File: src/rtl/muldiv_pkg.sv
// Shared encodings for the HI/LO multiply/divide unit: operation codes,
// FSM states and small op-decode helpers.
package muldiv_pkg;

  localparam int WIDTH_DEF = 32;

  typedef enum logic [2:0] {
    OP_MULT  = 3'd0,
    OP_MULTU = 3'd1,
    OP_DIV   = 3'd2,
    OP_DIVU  = 3'd3,
    OP_MTHI  = 3'd4,
    OP_MTLO  = 3'd5
  } op_e;

  typedef enum logic [1:0] {
    ST_IDLE = 2'd0,
    ST_RUN  = 2'd1,
    ST_FIX  = 2'd2
  } state_e;

  function automatic logic op_is_muldiv(input logic [2:0] op);
    return (op == OP_MULT) || (op == OP_MULTU) || (op == OP_DIV) || (op == OP_DIVU);
  endfunction

  function automatic logic op_is_div(input logic [2:0] op);
    return (op == OP_DIV) || (op == OP_DIVU);
  endfunction

  function automatic logic op_is_signed(input logic [2:0] op);
    return (op == OP_MULT) || (op == OP_DIV);
  endfunction

endpackage

File: src/rtl/muldiv_step.sv
// One iteration of the iterative datapath: shift-add for multiply, restoring
// shift-subtract for divide. Operates purely on unsigned magnitudes.
module muldiv_step
  import muldiv_pkg::*;
#(
  parameter int WIDTH = WIDTH_DEF
) (
  input  logic             is_div,
  input  logic [WIDTH-1:0] acc,
  input  logic [WIDTH-1:0] q,
  input  logic [WIDTH-1:0] opnd,
  output logic [WIDTH-1:0] acc_next,
  output logic [WIDTH-1:0] q_next
);

  logic [WIDTH:0]   sum;
  logic [WIDTH:0]   shifted;
  logic [WIDTH-1:0] diff;
  logic             borrow;

  always_comb begin
    sum     = {1'b0, acc} + (q[0] ? {1'b0, opnd} : '0);
    shifted = {acc, q[WIDTH-1]};
    borrow  = shifted < {1'b0, opnd};
    // When no borrow the true difference is below the divisor, so WIDTH bits suffice.
    diff    = shifted[WIDTH-1:0] - opnd;
    if (is_div) begin
      acc_next = borrow ? shifted[WIDTH-1:0] : diff;
      q_next   = {q[WIDTH-2:0], ~borrow};
    end else begin
      acc_next = sum[WIDTH:1];
      q_next   = {sum[0], q[WIDTH-1:1]};
    end
  end

endmodule

File: src/rtl/hilo_muldiv_unit.sv
// Iterative MULT/MULTU/DIV/DIVU unit owning the architectural HI/LO registers;
// busy stalls the core while an operation iterates.
module hilo_muldiv_unit
  import muldiv_pkg::*;
#(
  parameter int WIDTH = WIDTH_DEF,
  parameter int CNT_W = $clog2(WIDTH) + 1
) (
  input  logic             clk,
  input  logic             rst_n,
  input  logic             start,
  input  logic [2:0]       op,
  input  logic [WIDTH-1:0] rs_val,
  input  logic [WIDTH-1:0] rt_val,
  input  logic             flush,
  output logic             busy,
  output logic             done,
  output logic [WIDTH-1:0] hi,
  output logic [WIDTH-1:0] lo
);

  state_e           state;
  logic [CNT_W-1:0] count;

  logic [WIDTH-1:0] acc, q, opnd;
  logic [WIDTH-1:0] acc_next, q_next;
  logic             is_div, sign_q, sign_r, div_zero;
  logic             issue_md;

  logic signed [2*WIDTH-1:0] prod_fix;
  logic signed [WIDTH-1:0]   quo_fix, rem_fix;
  logic [WIDTH-1:0]          fix_hi, fix_lo;

  function automatic logic [WIDTH-1:0] magnitude(input logic [WIDTH-1:0] x, input logic is_signed);
    logic signed [WIDTH-1:0] xs;
    xs = $signed(x);
    return (is_signed && xs < 0) ? -xs : xs;
  endfunction

  function automatic logic signed [WIDTH-1:0] apply_sign(input logic [WIDTH-1:0] m, input logic neg);
    return neg ? -$signed(m) : $signed(m);
  endfunction

  function automatic logic signed [2*WIDTH-1:0] apply_sign_wide(input logic [2*WIDTH-1:0] m,
                                                                input logic neg);
    return neg ? -$signed(m) : $signed(m);
  endfunction

  assign issue_md = (state == ST_IDLE) && start && !flush && op_is_muldiv(op);

  muldiv_step #(.WIDTH(WIDTH)) u_step (
    .is_div   (is_div),
    .acc      (acc),
    .q        (q),
    .opnd     (opnd),
    .acc_next (acc_next),
    .q_next   (q_next)
  );

  // Issue: latch magnitudes and result signs; q holds multiplier or dividend.
  always_ff @(posedge clk) begin
    if (issue_md) begin
      is_div   <= op_is_div(op);
      sign_q   <= op_is_signed(op) && (rs_val[WIDTH-1] ^ rt_val[WIDTH-1]);
      sign_r   <= op_is_signed(op) && rs_val[WIDTH-1];
      div_zero <= op_is_div(op) && (rt_val == '0);
      acc      <= '0;
      q        <= op_is_div(op) ? magnitude(rs_val, op_is_signed(op)) : magnitude(rt_val, op_is_signed(op));
      opnd     <= op_is_div(op) ? magnitude(rt_val, op_is_signed(op)) : magnitude(rs_val, op_is_signed(op));
    end else if (state == ST_RUN) begin
      acc <= acc_next;
      q   <= q_next;
    end
  end

  // Fix-up: restore signs; a zero divisor forces an all-ones quotient.
  always_comb begin
    prod_fix = apply_sign_wide({acc, q}, sign_q);
    quo_fix  = apply_sign(q, sign_q);
    rem_fix  = apply_sign(acc, sign_r);
    if (is_div) begin
      fix_hi = rem_fix;
      fix_lo = div_zero ? '1 : quo_fix;
    end else begin
      fix_hi = prod_fix[2*WIDTH-1:WIDTH];
      fix_lo = prod_fix[WIDTH-1:0];
    end
  end

  always_ff @(posedge clk or negedge rst_n) begin
    if (!rst_n) begin
      state <= ST_IDLE;
      count <= '0;
      busy  <= 1'b0;
      done  <= 1'b0;
      hi    <= '0;
      lo    <= '0;
    end else begin
      done <= 1'b0;
      case (state)
        ST_IDLE: begin
          if (start && !flush) begin
            case (op)
              OP_MTHI: hi <= rs_val;
              OP_MTLO: lo <= rs_val;
              OP_MULT, OP_MULTU, OP_DIV, OP_DIVU: begin
                state <= ST_RUN;
                count <= '0;
                busy  <= 1'b1;
              end
              default: ;
            endcase
          end
        end
        ST_RUN: begin
          if (flush) begin
            state <= ST_IDLE;
            busy  <= 1'b0;
          end else if (count == CNT_W'(WIDTH - 1)) begin
            state <= ST_FIX;
          end else begin
            count <= count + CNT_W'(1);
          end
        end
        ST_FIX: begin
          state <= ST_IDLE;
          busy  <= 1'b0;
          if (!flush) begin
            hi   <= fix_hi;
            lo   <= fix_lo;
            done <= 1'b1;
          end
        end
        default: begin
          state <= ST_IDLE;
          busy  <= 1'b0;
        end
      endcase
    end
  end

endmodule

File: config.mk
export PLATFORM = sky130hd
export DESIGN_NAME = hilo_muldiv_unit
export DESIGN_NICKNAME = d
export VERILOG_FILES = /design/src/rtl/muldiv_pkg.sv /design/src/rtl/muldiv_step.sv /design/src/rtl/hilo_muldiv_unit.sv
export SDC_FILE = /design/constraint.sdc
export NUM_CORES = 1
export LEC_CHECK = 0
export CAP_MARGIN = 20
export CORE_ASPECT_RATIO = 1.75
export CORE_UTILIZATION = 50
export CTS_BUF_LIST = sky130_fd_sc_hd__clkbuf_4 sky130_fd_sc_hd__clkbuf_8
export DETAILED_ROUTE_END_ITERATION = 10
export PLACE_DENSITY = 0.71
export RECOVER_POWER = 100
export SYNTH_ARGS = -nofsm -noshare
export SYNTH_HDL_FRONTEND = slang
export SYNTH_SLANG_ARGS = --single-unit
File: constraint.sdc
create_clock -name clk -period 4.6 [get_ports clk]
set_clock_uncertainty 0.2 [all_clocks]
set_input_delay 0.92 -clock clk [delete_from_list [all_inputs] [get_ports clk]]
set_output_delay 0.92 -clock clk [all_outputs]
set_load 0.05 [all_outputs]
==> flow_summary.toml <==
[finish]
num_antenna_cells = 0
finalNonFillerCells = 2370
nets = 2121
fin_util_pct = 59.3
fin_area_um2 = 17100
drive_above_1_share_pct = 5.57
syn2layout_area_growth_pct = 16.2

[global_routing]
antenna_found_initial = 1
overflow = 0
grt_pass1_vias = 14800
grt_max_degree = 65
track_usage_pct = 38.9
grt_pass1_wl_um = 87700

[synth]
yosysMostFrequentCell = "nand2_1"
yosys-top-cells-count = "204 x nand2_1, 184 x o21ai_0, 173 x a21oi_1, 166 x nor2_1, 100 x xnor2_1"
ys_seq_area_share_pct = 30.8
synth_simple_gate_area_share_pct = 19.2
synth_xor_area_share_pct = 10.4
synth_top_family_by_area = "compound AO/OA/AOI/OAI gates"
ys_ff_latch = 174
synth_ff_type = "dfrtp_1"
async_flop_share_pct = 42.5
postSynthCellCount = 1843
syn_avg_cell_area_um2 = 7.99
muxShareOfSynthArea_pct = 5.16
yosys.area.top_type = "edfxtp_1"
synth_top_area_share_pct = 13.9
yosysWarnings = 0
synthAdderAreaFrac_pct = 6.14
syn_area_um2 = 14700
synth_edf_count = 68
synth_cell_types = 82
synth.top_cells.by_area = "edfxtp_1 14%, dfrtp_1 13%, o21ai_0 6.3%, xnor2_1 5.9%, a21oi_1 5.9%"
synthesis.nets = 1985
synth_compound_area_share_pct = 24.1

[placed_design]
place.gp.congestion = 1.05
hpwl_um = 45700
io_buffers = 136
postPlaceCellArea_um2 = 16800
placed_cells = 2337

[cts]
cts_setup_buffers = 0
cts_root_buffer = "clkbuf_8"
cts.clk_slew.worst_paths_ps = 90
clkLatencyLatePin_ps = 510
clock_sinks = 174
holdBufCountCts = 0
clock_path_buffers = 2
cts_inserted_buffers = 17
cts_tree = "yes"
postCtsResizedCells = 0
htreeDepth = 4

[setup_path]
critPathTopFamily = "compound AO/OA/AOI/OAI gates"
crit_buf_inv = 2
crit_path_max_incr_delay_ps = 540
path_common_cell = "o21ai_0"
crit_path_end_kind = "register"
cp.required_ps = 4800
arrival_ps = 4400
crit_path_top_delay_cell = "edfxtp_1"
setup.worst_path.start_class = "register"
critPathKind = "register to register"
path_cells = "inv_1 -> buf_4 -> nor2_1 -> ha_1 -> o211ai_1 -> and2_0 -> o21ai_0 -> a21oi_1 -> o31ai_1 -> a221oi_1 -> xor2_1 -> o21ai_0 -> o221a_2"
cp_max_fo = 22

[sta]
setup_tns_ps = 0
slew_headroom_pct = -65.1
period_share_pct = 91.2
tightest_slew_ps = 2480
setup_viol = 0
fmax_mhz = 238
finalCriticalPeriod_ps = 4200
drv_slew = 146
final_hold_viol_count = 0
rsz0062_at_grt = "false"

[drt]
drt-met1-wl_um = 19900
wl_met3_um = 3230
routedWlPerCell_um = 24.6
antenna_left = 0
drtPass1Iterations = 7
wl_met2_um = 28700
drt_iter0_markers = 1482
drc = 0
routed_wl_um = 58400
vias = 15200
vias_per_cell = 6.41
highest_layer = "met5"

[floorplan]
coreArea_um2 = 28800
chipHeight_um = 229
num_rows = 82
die-area_um2 = 30200
initial_core_util_pct = 51.1
ios = 137
die_x_um = 132

[power_and_ir_drop]
power_mw = 8.30
ir_drop_mv = 0.227
power.leakage_nw = 6.97
pwr_density_cell_nw_per_um2 = 485

[hold_path]
hp-class = "register to register"

[status]
status = "finished, violations left"
violations = "capacitance limit, slew limit"

[run]
drv_cap = 3
cell type report:
type                       instances  area [µm²]
multi-input combinational       1510        9590
tap                              378         473
clock inverter                    11         133
timing repair buffer             210        1850
fill                            2704       11700
sequential                       174        4530
clock buffer                      21         283
inverter                          66         248
report_power, final:
part | internal [mW] | switching [mW]
sequential | 1.94 | 0.448
clock | 0.539 | 0.635
combinational | 1.76 | 2.98
cell families (layout without fill, tap and decap cells):
kind of cell / count (synthesis) / count (layout)
buffers and inverters: 159 / 308
muxes: 75 / 75
and+or+nand+nor: 604 / 604
AOI/OAI and AO/OA: 585 / 585
DFF: 174 / 174
adders and majority gates: 71 / 71
xor gates and xnor gates: 175 / 175
state kept, by name (all words and copies together), names as in the netlist, 2 cells and up:
| signal | count |
|---|---|
| acc | 32 |
| lo | 32 |
| count | 6 |
| state | 2 |
| q | 32 |
| opnd | 32 |
| hi | 32 |
cells in the final DEF (no fill, tap or decap), types with 5 or more instances in the layout:
cell,netlist,routed
a211oi_1,22,22
a21o_1,28,28
a21oi_1,173,173
a221oi_1,8,8
a31oi_1,18,19
and2_1,11,7
and3_1,12,12
buf_4,0,51
clkbuf_1,76,21
clkbuf_8,0,20
clkdlybuf4s50_1,0,64
clkinv_4,0,5
dfrtp_1,74,74
dfxtp_1,32,32
dlygate4sd3_1,0,71
edfxtp_1,68,68
ha_1,69,69
inv_1,64,65
mux2_2,7,7
mux2i_1,68,68
nand2_1,204,205
nand2b_1,22,21
nand3_1,41,41
nand4_1,9,9
nor2_1,166,166
nor2b_1,16,15
nor3_1,45,45
nor4_1,23,23
o211ai_1,10,10
o21a_1,6,6
o21ai_0,184,188
o221ai_1,6,6
o22ai_1,32,32
o31ai_1,30,30
o41ai_1,11,11
or3_1,16,16
or4_1,10,12
xnor2_1,100,100
xor2_1,75,75
per-stage QoR:
| step | hold WS, ps | setup WS (ps) |
|---|---|---|
| after floorplan | 210 | 1120 |
| after global placement | 221 | 304 |
| after detailed placement | 236 | 314 |
| after CTS | 175 | 515 |
| after global routing | 261 | 207 |
| final | 247 | 403 |
worst reg2reg max path, stage by stage (launching register included):
cell	delay [ps]
edfxtp_1	540
inv_1	350
buf_4	360
nor2_1	100
ha_1	410
o211ai_1	180
and2_0	210
o21ai_0	270
a21oi_1	170
o31ai_1	510
a221oi_1	240
xor2_1	160
o21ai_0	80
o221a_2	310
worst paths after layout:
kind | cells past startpoint | end | from | slack [ps]
max | 13 | acc[27] | q[0] | 400
min | 1 | state[1] | count[5] | 250
max reg2reg | 13 | acc[27] | q[0] | 400
min reg2reg | 1 | state[1] | count[5] | 250
max in group asynchronous | 2 | lo[3] | rst_n | 1270
min in group asynchronous | 1 | count[2] | rst_n | 950
layer usage:
layer  global-route usage [%]  vias to the layer above
met4                     37.4                        2
met2                     67.6                      738
met1                     39.5                     7198
met5                        0                        -
met3                     5.87                      270
li1                         -                     6995
(Power assumes the default switching activity.)
